$ cat config.mk
export PLATFORM = sky130hd
export DESIGN_NAME = dm_store_unit
export DESIGN_NICKNAME = d
export VERILOG_FILES = /design/src/rtl/dm_pkg.sv /design/src/rtl/dm_store_merge.sv /design/src/rtl/dm_store_unit.sv
export SDC_FILE = /design/constraint.sdc
export NUM_CORES = 1
export LEC_CHECK = 0
export ABC_AREA = 0
export BUFFER_PORTS_ARGS = -buffer_cell sky130_fd_sc_hd__buf_2
export CAP_MARGIN = 20
export CORE_ASPECT_RATIO = 1.4
export CORE_MARGIN = 2
export CORE_UTILIZATION = 35
export DETAILED_ROUTE_END_ITERATION = 8
export GPL_TIMING_DRIVEN = 0
export PLACE_DENSITY_LB_ADDON = 0.05
export SYNTH_ARGS = -nofsm -noshare
export SYNTH_HDL_FRONTEND = slang
export SYNTH_SLANG_ARGS = --single-unit
export TNS_END_PERCENT = 5
$ cat constraint.sdc
create_clock -name clk -period 3.9 [get_ports clk]
set_clock_uncertainty 0.15 [all_clocks]
set_input_delay 0.39 -clock clk [delete_from_list [all_inputs] [get_ports clk]]
set_output_delay 0.39 -clock clk [all_outputs]
set_load 0.02 [all_outputs]
$ cat src/rtl/dm_pkg.sv
// rtl/dm_pkg.sv - shared funct3 codes, store FSM states and lane helpers for the data-memory path
// Used by both the default read-modify-write build and the DM_BYTE_STROBE_EN build.
package dm_pkg;

   localparam logic [2:0] F3_SB = 3'b000;
   localparam logic [2:0] F3_SH = 3'b001;
   localparam logic [2:0] F3_SW = 3'b010;

   typedef enum logic [2:0] {IDLE, RD, WAIT, WR, ERR} dm_state_t;

   // Lowest byte lane touched by an access; halves always start on an even lane.
   function automatic logic [1:0] lane_idx(input logic [2:0] funct3, input logic [1:0] addr_lo);
      case (funct3)
         F3_SB:   return addr_lo;
         F3_SH:   return {addr_lo[1], 1'b0};
         default: return 2'b00;
      endcase
   endfunction

   function automatic logic store_err(input logic [2:0] funct3, input logic [1:0] addr_lo);
      case (funct3)
         F3_SB:   return 1'b0;
         F3_SH:   return addr_lo[0];
         F3_SW:   return |addr_lo;
         default: return 1'b1;
      endcase
   endfunction

   function automatic logic [31:0] replicate(input logic [31:0] wdata, input logic [2:0] funct3);
      case (funct3)
         F3_SB:   return {4{wdata[7:0]}};
         F3_SH:   return {2{wdata[15:0]}};
         default: return wdata;
      endcase
   endfunction

endpackage

$ cat src/rtl/dm_store_merge.sv
// rtl/dm_store_merge.sv - inserts right-justified store data into its byte lanes of an old word
// Inverse of the load masker: lanes outside the byte-enable mask keep the old word's bytes.
module dm_store_merge
   import dm_pkg::*;
(
   input  logic [31:0] old_word,
   input  logic [31:0] st_data,
   input  logic [1:0]  addr_lo,
   input  logic [2:0]  funct3,
   output logic [31:0] merged,
   output logic [3:0]  be
);

   logic [3:0]  base;
   logic [31:0] rep;
   logic [31:0] bitmask;

   always_comb begin
      case (funct3)
         F3_SB:   base = 4'b0001;
         F3_SH:   base = 4'b0011;
         default: base = 4'b1111;
      endcase
      be      = base << lane_idx(funct3, addr_lo);
      rep     = replicate(st_data, funct3);
      bitmask = {{8{be[3]}}, {8{be[2]}}, {8{be[1]}}, {8{be[0]}}};
      merged  = (old_word & ~bitmask) | (rep & bitmask);
   end

endmodule

$ cat src/rtl/dm_store_unit.sv
// rtl/dm_store_unit.sv - SB/SH/SW store unit: direct word writes, read-modify-write for sub-words
// Define DM_BYTE_STROBE_EN to add mem_be and write every legal store in a single cycle.
module dm_store_unit
   import dm_pkg::*;
#(
   parameter int MEM_AW = 10
) (
   input  logic              clk,
   input  logic              reset,
   input  logic              st_valid,
   output logic              st_ready,
   input  logic [31:0]       st_addr,
   input  logic [31:0]       st_wdata,
   input  logic [2:0]        st_funct3,
   output logic              st_done,
   output logic              st_err,
   output logic              mem_req,
   output logic              mem_we,
   output logic [MEM_AW-1:0] mem_addr,
   output logic [31:0]       mem_wdata,
`ifdef DM_BYTE_STROBE_EN
   output logic [3:0]        mem_be,
`endif
   input  logic [31:0]       mem_rdata,
   input  logic              mem_rvalid
);

   dm_state_t   state;
   logic [31:0] merged;
   logic [3:0]  merge_be;

`ifdef DM_BYTE_STROBE_EN
   logic unused_ok;
   assign unused_ok = ^{st_addr[31:MEM_AW+2], mem_rdata};

   // Strobe build merges straight from the request; replicated data fills every lane.
   dm_store_merge u_merge (
      .old_word (replicate(st_wdata, st_funct3)),
      .st_data  (st_wdata),
      .addr_lo  (st_addr[1:0]),
      .funct3   (st_funct3),
      .merged   (merged),
      .be       (merge_be)
   );
`else
   logic        unused_ok;
   logic [31:0] wdata_q;
   logic [1:0]  addr_lo_q;
   logic [2:0]  funct3_q;
   assign unused_ok = ^{st_addr[31:MEM_AW+2], merge_be};

   dm_store_merge u_merge (
      .old_word (mem_rdata),
      .st_data  (wdata_q),
      .addr_lo  (addr_lo_q),
      .funct3   (funct3_q),
      .merged   (merged),
      .be       (merge_be)
   );
`endif

   always_ff @(posedge clk) begin
      if (reset) begin
         state     <= IDLE;
         st_ready  <= 1'b1;
         st_done   <= 1'b0;
         st_err    <= 1'b0;
         mem_req   <= 1'b0;
         mem_we    <= 1'b0;
         mem_addr  <= '0;
         mem_wdata <= '0;
`ifdef DM_BYTE_STROBE_EN
         mem_be    <= 4'b0000;
`endif
      end else begin
         st_done <= 1'b0;
         st_err  <= 1'b0;
         case (state)
            IDLE: if (st_valid) begin
               st_ready <= 1'b0;
               mem_addr <= st_addr[MEM_AW+1:2];
               if (store_err(st_funct3, st_addr[1:0])) begin
                  state  <= ERR;
                  st_err <= 1'b1;
`ifdef DM_BYTE_STROBE_EN
               end else begin
                  state     <= WR;
                  mem_req   <= 1'b1;
                  mem_we    <= 1'b1;
                  mem_wdata <= merged;
                  mem_be    <= merge_be;
                  st_done   <= 1'b1;
               end
`else
               end else if (st_funct3 == F3_SW) begin
                  state     <= WR;
                  mem_req   <= 1'b1;
                  mem_we    <= 1'b1;
                  mem_wdata <= st_wdata;
                  st_done   <= 1'b1;
               end else begin
                  state     <= RD;
                  mem_req   <= 1'b1;
                  mem_we    <= 1'b0;
                  wdata_q   <= st_wdata;
                  addr_lo_q <= st_addr[1:0];
                  funct3_q  <= st_funct3;
               end
`endif
            end
            RD: begin
               state   <= WAIT;
               mem_req <= 1'b0;
            end
            WAIT: if (mem_rvalid) begin
               state     <= WR;
               mem_req   <= 1'b1;
               mem_we    <= 1'b1;
               mem_wdata <= merged;
               st_done   <= 1'b1;
            end
            WR: begin
               state    <= IDLE;
               st_ready <= 1'b1;
               mem_req  <= 1'b0;
               mem_we   <= 1'b0;
`ifdef DM_BYTE_STROBE_EN
               mem_be   <= 4'b0000;
`endif
            end
            ERR: begin
               state    <= IDLE;
               st_ready <= 1'b1;
            end
            default: begin
               state    <= IDLE;
               st_ready <= 1'b1;
            end
         endcase
      end
   end

endmodule

==> impl_metrics.ini, run 1 <==
[grt]
grt_pass1_wl_um = 18900
grtUsageTotal_pct = 20.0
grt_max_degree = 20
grt_pass1_vias = 3428
antenna_found_initial = 1
grt_overflow = 0

[hold_path]
hold_path.startpoint = st_wdata[28]
whs_path_depth = 1
min_to = wdata_q[28]
hold_path_class = input pin to flip-flop

[sta]
finalMaxSlewViolations = 0
rsz0062_at_grt = false
whs_ps = 81.3
fin_crit_ps = 2720
tightestPinTransition_ps = 902
setup_violations = 0
max_freq_ghz = 0.368
hold_viol = 0
finalCritPeriodShare_pct = 69.8
max-slew-margin-rel_pct = 39.9

[synthesis]
async_flop_share_pct = 0
ys_warn_count = 0
syn_avg_cell_area_um2 = 10.8
synthCells = 389
synth_flop_cell = dfxtp_1
synth.distinct_cells = 41
ys_seq_area_share_pct = 50.5
synth_edf_count = 37
synth_seq_cells = 87
synth_area_mm2 = 0.00418
synth_nets = 492

[setup_path]
worstSetupPathType = flip-flop to flip-flop
crit_top_cell = buf_2
ff2ff_path_depth = 7
critPathArrivalTime_ps = 2630
crit-reg2reg-launch = state[1]
cp_cell_sequence = buf_2 > nand2b_1 > or3_1 > buf_2 > nor3_4 > buf_16 > buf_8
max_stage_delay_ps = 560
cp.required_ps = 3810
critPathMaxFanout = 19
cp-end-kind = flip-flop
timing.rr.end = wdata_q[16]
ff2ff_setup_slack_ps = 1180
slowest_stage = nor3_4
crit_path_start_kind = flip-flop

[cts]
cts_hold_buffers = 0
clk_latency_ps = 350
numClockSinks = 87
cts_resized = 0
clkSlewWorstSetupHoldPaths_ps = 70
cts_buffers = 9
post_cts_buffers = 0
htree_levels = 3
root_buffer = clkbuf_16
clock_path_buffers = 2
cts_tree = yes

[floorplanning]
die_x_um = 96.4
dieHeight_um = 133
rows = 47
start_util_pct = 35.6
pin_count = 150
core_mm2 = 0.0118
dieArea_mm2 = 0.0129

[run]
cap_violations = 0

[power_and_ir_drop]
p_leak_nw = 2.22
peakVddDrop_v = 0.000181
finalPower_mw = 2.17
powerDensity_mw_per_mm2 = 403

[layout]
fin_cells = 684
areaGrowthSynthToFinish_pct = 28.9
fin_util_pct = 45.8
final_area_mm2 = 0.00539
drive_gt1_share_pct = 37.9
fin_nets = 634

[routing]
highest_layer = met4
wl_um = 12500
drc = 0
first_iter_violations = 85
via_per_inst = 5.04
dr_wl_met2_um = 6290
vias = 3445
ant_nets = 0
wl_per_cell_um = 18.3
drt-met1-wl_um = 5140
dr_wl_met3_um = 858
first_pass_iters = 4

[placement]
io_buffers = 129
dp_hpwl_um = 9780
place_congestion = 0.833
place_area_mm2 = 0.00507
post-place-cells = 667

[outcome]
status = finished clean
==> where the power goes <==
group	internal [mW]	total, mW	switching [mW]
logic	0.0939	0.242	0.148
registers	0.977	0.991	0.0137
clock network	0.562	0.938	0.376
total	1.63	2.17	0.538
==> cell families (layout without fill, tap and decap cells) <==
group,Yosys count,count (layout),share of synthesized area [%]
AOI/OAI and AO/OA,132,132,25.1
muxes,32,32,7.66
other,0,1,0
DFF,87,87,50.5
buffers and inverters,32,179,4.46
and+or+nand+nor,106,106,12.3
==> cells in the mapped netlist, drive strengths merged, types with 2 or more instances <==
master   count  share of area (%)
a2111oi      2               0.87
a211oi      33                7.1
a21o        16                2.9
a21oi       36                4.7
a31oi        2               0.66
and2         2               0.30
buf         21                3.5
clkbuf      10               0.90
dfxtp       50                 24
edfxtp      37                 27
mux2i       32                7.7
nand2       40                3.6
nand2b       2               0.30
nand3b       8                1.4
nor2        41                3.9
nor2b        3               0.45
nor3         6                1.1
o211ai       8                1.4
o21ai       22                3.2
o41ai        8                3.1
or3          2               0.42
==> area by class of cell <==
cell class	instances	area (µm²)
clock inverters	7	96.3
inverters	1	3.75
multi-input cells	270	1900
clock buffers	9	225
repair buffers	131	688
fillers	1156	6370
well taps	147	184
diodes	1	2.50
plain buffers	31	183
flip-flops and latches	87	2110
==> per-layer routing <==
metal	vias up	track usage [%]
li1	1727	-
met1	1591	23.8
met2	110	33.6
met3	17	6.11
met4	0	6.89
met5	-	0
==> worst max-delay path by stage <==
| stage | start | end | slack, ps | depth (start not counted) |
|---|---|---|---|---|
| final | state[1] | wdata_q[16] | 1180 | 7 |
| after global routing | state[1] | wdata_q[15] | 1030 | 7 |
| after CTS | state[1] | wdata_q[16] | 1130 | 7 |
| after detailed placement | state[1] | wdata_q[23] | 1140 | 7 |
| after global placement | state[1] | wdata_q[23] | -310 | 5 |
| after floorplan | state[1] | addr_lo_q[0] | 680 | 5 |
==> metrics by stage <==
stage	setup TNS [ps]	setup WS (ps)
2_1_floorplan	0	678
3_3_place_gp	-11420	-311
3_5_place_dp	0	1140
4_1_cts	0	1130
5_1_grt	0	1030
6_report	0	1180
==> critical path: cells and delay by family, from the launching register on <==
kind / cells / cell delay, ps
simple gates: 3 / 1160
buf+inv: 4 / 800
flops: 1 / 310
==> registers in the layout, indices dropped and copies added (netlist names) <==
signal and flops:
funct3_q 3, st_ready 1, wdata_q 32, mem_wdata 32
st_err 1, mem_we 1, addr_lo_q 2, state 3
st_done 1, mem_addr 10, mem_req 1
==> layout by cell type (no fill, tap or decap), types with 8 or more instances in the layout <==
cell,Yosys,routed
a21oi_1,32,32
o21ai_0,16,16
a21o_1,16,16
mux2i_1,32,32
edfxtp_1,37,37
o41ai_2,8,8
nand2_1,40,40
dfxtp_1,50,50
nor2_1,40,40
clkbuf_16,0,9
o211ai_1,8,8
a211oi_2,10,10
nand3b_1,8,8
buf_2,11,140
a211oi_1,23,23
clkbuf_1,10,10
(Power assumes the default switching activity.)
==> run 2, diff against run 1 <==
ABC_AREA = 1   (was 0)
clock period = 2.4 ns   (was 3.9 ns; I/O delays follow)
==> run 2 against run 1 <==
Combinational power increased to 2.6 times the previous value; power increased by 73%; sequential power increased by 66%; critical path depth unchanged; cell count increased by 42%; via count increased by 30%; non-clock buffer count increased by 39; highest routed layer unchanged; first-iteration DRC count increased by 60%.
==> impl_metrics.ini, run 2 <==
[outcome]
status = finished clean

[power_and_ir_drop]
switching_share_pct = 26.3
power_frac_seq_pct = 43.9
peakVddDrop_v = 0.000313
p_leak_nw = 3.13
netSwitchingPower_mw = 0.987
powerDensity_mw_per_mm2 = 610
p_int_mw = 2.76
p_comb_share_pct = 16.7
pwr-share-clk_pct = 39.4

[synthesis]
synth_edf_count = 37
synthCells = 627
synth_most_common_cell = nand2_1
ys_seq_area_share_pct = 46.6
yosysTopAreaCellShare_pct = 24.5
synth_nets = 730
synth_seq_cells = 87
syn_avg_cell_area_um2 = 7.23
synth.distinct_cells = 27
synth_flop_cell = dfxtp_1
async_flop_share_pct = 0
synth_area_leader_cell = edfxtp_1
synth.area.top_cells = edfxtp_1, dfxtp_1, nand2_1, nor2_1, nand3b_1
synth_common_cells = nand2_1, nor2_1, inv_1
ys_warn_count = 0
synth_area_mm2 = 0.00453

[sta]
tightestPinTransition_ps = 567
finalMaxSlewViolations = 0
max-slew-margin-rel_pct = 62.2
finalCritPeriodShare_pct = 88.3
setup_violations = 0
hold_viol = 0
max_freq_ghz = 0.472
rsz0062_at_grt = false
fin_crit_ps = 2120

[cts]
clock_path_buffers = 2
htree_levels = 3
clk_latency_ps = 340
numClockSinks = 87
cts_resized = 0
root_buffer = clkbuf_16
cts_buffers = 9
clkSlewWorstSetupHoldPaths_ps = 60
cts_tree = yes

[layout]
reg.largest.list = mem_wdata x32, wdata_q x32, mem_addr x10
fin_nets = 913
final_common_cell = nand2_1
final_area_mm2 = 0.00615
diodes = 0
fin_cells = 968
drive_gt1_share_pct = 24.3
fillers = 1360
areaGrowthSynthToFinish_pct = 35.7
mostFrequentLayoutCells = nand2_1, buf_2, nor2_1

[routing]
wl_per_cell_um = 14.0
ant_nets = 0
vias = 4470
first_pass_iters = 4
first_iter_violations = 136
via_per_inst = 4.62
drc = 0
wl_um = 13500

[hold_path]
whs_path_depth = 3
hold_path_class = input pin to flip-flop
hold_path.startpoint = st_addr[8]

[floorplanning]
pin_count = 150
die_x_um = 100
dieArea_mm2 = 0.0139
start_util_pct = 35.5
dieHeight_um = 139
rows = 49
core_mm2 = 0.0128

[placement]
post-place-cells = 911
place_area_mm2 = 0.00543
io_buffers = 129
dp_hpwl_um = 10400
place_congestion = 0.908

[grt]
grt_max_degree = 15
grt_overflow = 0
grt_pass1_wl_um = 21900
grtUsageTotal_pct = 20.0
antenna_found_initial = 0
grt_pass1_vias = 4434

[run]
cap_violations = 0

[setup_path]
crit_path_start_kind = input pin
critPathArrivalTime_ps = 2010
critPathMaxFanout = 14
worstSetupPathType = input pin to flip-flop
crit-reg2reg-launch = state[0]
cp_cell_sequence = dlygate4sd3_1 > buf_2 > a21oi_1 > nand3_1 > nor4_4 > buf_4 > buf_6
ff2ff_path_depth = 10
max_stage_delay_ps = 550
cp.required_ps = 2290
crit_start = st_funct3[1]
slowest_stage = dlygate4sd3_1
cp-end-kind = flip-flop
==> run 2: cell types whose count changed in the layout (fill, tap and decap cells not counted), moves of 32 or more <==
cell           delta
dlygate4sd3_1    +37
inv_1            +56
mux2i_1          -32
nand2_1         +166
nand3_1          +34
nor2_1           +57
==> run 2: path summary, 6_finish.rpt <==
kind              endpoint  slack [ps]
min reg2reg        mem_req         290
max            wdata_q[28]         280
max reg2reg  mem_wdata[21]         620
min            mem_addr[6]          20
==> run 2: stage by stage <==
stage               util [%]  total power, mW  setup slack, ps  hold slack (ps)  TNS, ps
finish                  48.2             3.75              280             15.7        0
global route            48.2             3.92              138             17.7        0
CTS                     48.0             3.79             12.2             3.99        0
detailed placement      42.6             2.26              190              283        0
global placement        42.4             2.25             -750              285   -27630
floorplan                  -             2.04             -122              159    -4530
==> run 2: cell families after synthesis <==
family	synth area share (%)
simple gates	39.1
buf+inv	9.22
flops	46.6
compound gates	5.05
==> run 2: timing repair <==
action,CTS,global route
endpoints found under the setup margin,0,28
hold buffers,37,0
hold endpoints to repair,37,0
setup buffers,0,4
==> run 2: metal layers <==
layer | track usage [%] | routed length (µm)
met5 | 0 | 0
met4 | 7.86 | 271
met3 | 2.87 | 634
met2 | 35.0 | 6900
met1 | 24.5 | 5730
==> run 2: layout make-up <==
type / count / area, µm² / area share [%]
Clock buffer: 12 / 267 / 4.33
Timing Repair Buffer: 172 / 1070 / 17.4
Buffer: 29 / 174 / 2.83
Tap cell: 153 / 191 / 3.11
Inverter: 65 / 249 / 4.05
Clock inverter: 4 / 51.3 / 0.834
Sequential cell: 87 / 2110 / 34.4
Multi-Input combinational cell: 446 / 2030 / 33.0
==> run 2: power groups by stage <==
stage | combinational [mW] | clock (mW) | sequential, mW
4_1_cts | 0.629 | 1.51 | 1.65
6_report | 0.626 | 1.48 | 1.65
2_1_floorplan | 0.306 | 0 | 1.73
3_3_place_gp | 0.570 | 0 | 1.68
3_5_place_dp | 0.579 | 0 | 1.68
5_1_grt | 0.704 | 1.56 | 1.65
==> run 2: critical path, delay by kind of cell <==
family          cells  cell delay, ps
compound gates      1             140
buf+inv             4            1090
simple gates        2             520
==> run 3, diff against run 2 <==
CELL_PAD_IN_SITES_DETAIL_PLACEMENT = 0   (was unset)
CELL_PAD_IN_SITES_GLOBAL_PLACEMENT = 1   (was unset)
CORE_UTILIZATION = 32   (was 35)
==> run 3 against run 2 <==
Cell count is 3.2% higher; final area is 0.59% higher; critical path depth stayed put; setup slack better by 190 ps; flip-flop and latch count stayed put; critical endpoint is now wdata_q[17]; non-clock buffer count is 1 lower; global-route usage is 0.86 points lower; wire length is 4.2% higher; hold slack hardly changed.
==> impl_metrics.ini, run 3 (synthesis gave the netlist of run 2 again) <==
[outcome]
status = finished clean

[floorplanning]
dieArea_mm2 = 0.0151
rows = 51
start_util_pct = 32.6
die_x_um = 105
core_mm2 = 0.0139
pin_count = 150
dieHeight_um = 145

[setup_path]
ff2ff_path_depth = 7
cp-end-kind = flip-flop
cp.required_ps = 2290
timing.rr.end = wdata_q[17]
ff2ff_setup_slack_ps = 470
worstSetupPathType = flip-flop to flip-flop
crit-reg2reg-launch = state[2]
crit_path_start_kind = flip-flop
critPathArrivalTime_ps = 1820
critPathMaxFanout = 14
crit_start = state[2]
cp-endpoint = wdata_q[17]

[routing]
ant_nets = 0
wl_per_cell_um = 14.1
first_iter_violations = 130
first_pass_iters = 4
vias = 4414
drc = 0
wl_um = 14100
via_per_inst = 4.42

[placement]
preCtsSetupSlack_ps = 18.1
place_congestion = 0.878
io_buffers = 129
post-place-cells = 943
dp_hpwl_um = 10800

[grt]
grtUsageTotal_pct = 19.2
antenna_found_initial = 1
grt_overflow = 0
grt_pass1_wl_um = 22800
grt_pass1_vias = 4548
grt_max_degree = 15

[layout]
fin_nets = 912
fin_cells = 999
diodes = 0
areaGrowthSynthToFinish_pct = 36.5
fin_util_pct = 44.5
final_common_cell = nand2_1
drive_gt1_share_pct = 24.1
reg.largest.list = mem_wdata x32, wdata_q x32, mem_addr x10
mostFrequentLayoutCells = nand2_1, buf_2, nor2_1

[power_and_ir_drop]
peakVddDrop_v = 0.000302
powerDensity_mw_per_mm2 = 614
p_leak_nw = 3.13

[sta]
finalCritPeriodShare_pct = 80.2
rsz0062_at_grt = false
hold_viol = 0
finalMaxSlewViolations = 0
fin_crit_ps = 1930
fin_ws_ps = 475
setup_violations = 0
max_freq_ghz = 0.519
tightestPinTransition_ps = 564
max-slew-margin-rel_pct = 62.4

[cts]
clock_path_buffers = 2
numClockSinks = 87
htree_levels = 3
clk_latency_ps = 340
clkSlewWorstSetupHoldPaths_ps = 60
cts_resized = 0
cts_buffers = 9
root_buffer = clkbuf_16
cts_tree = yes

[run]
cap_violations = 0

[hold_path]
hold_path_class = input pin to flip-flop
## run 3: changes by cell type in the layout (fill, tap and decap cells not counted), sizes merged
cell,delta
bufinv,+1
clkinvlp,-1
clkinv,+1
buf,-1
clkbuf,-1
## run 3: routing by layer
| layer | vias up | GRT usage [%] | share of wire, % | routed length [µm] |
|---|---|---|---|---|
| met5 | - | 0 | 0 | 0 |
| met3 | 22 | 3.36 | 4.4 | 623 |
| li1 | 2347 | - | - | - |
| met4 | 0 | 8.42 | 3.0 | 418 |
| met1 | 1925 | 21.9 | 42 | 5990 |
| met2 | 120 | 35.3 | 50 | 7080 |
## run 3: worst min path at each step
stage                 start          end  slack, ps  cells past startpoint
2_1_floorplan         reset  mem_addr[4]        160                      1
3_3_place_gp        mem_req      mem_req        290                      2
3_5_place_dp   st_wdata[24]  wdata_q[24]        290                      1
4_1_cts          st_addr[7]  mem_addr[5]          5                      3
5_1_grt          st_addr[8]  mem_addr[6]         30                      3
6_report         st_addr[7]  mem_addr[5]         20                      3
## run 3: report_power, final
part	switching (mW)	internal [mW]
Sequential	0.0353	1.61
Combinational	0.370	0.257
Clock	0.580	0.941
## run 3: cell type report
class	instances	area [µm²]
plain buffers	29	174
clock buffers	11	243
clock inverters	5	78.8
fillers	1526	7720
inverters	65	249
multi-input cells	446	2030
flip-flops and latches	87	2110
well taps	185	231
repair buffers	171	1060
## run 3: critical path: stages (launching register included)
cell	delay, ps
dfxtp_2	340
nor2_2	110
nand2_2	70
inv_4	100
nand2_4	70
nor4_4	360
buf_6	240
buf_8	180
## run 3: through the flow
stage | cell area (µm²) | hold WS, ps | total power, mW | TNS (ps)
after floorplan | 4570 | 159 | 2.04 | -4530
after global placement | 5450 | 285 | 2.25 | -28060
after detailed placement | 5470 | 286 | 2.26 | 0
after CTS | 6160 | 4.82 | 3.84 | 0
after global routing | 6190 | 31.9 | 3.98 | 0
final | 6190 | 15.4 | 3.80 | 0
## run 3: timing repair
| item | in CTS | in global routing |
|---|---|---|
| setup buffers | 0 | 3 |
| setup endpoints to repair | 1 | 14 |
| hold endpoints to repair | 37 | 0 |
| hold buffers | 37 | 0 |
| pin swaps | 1 | 1 |
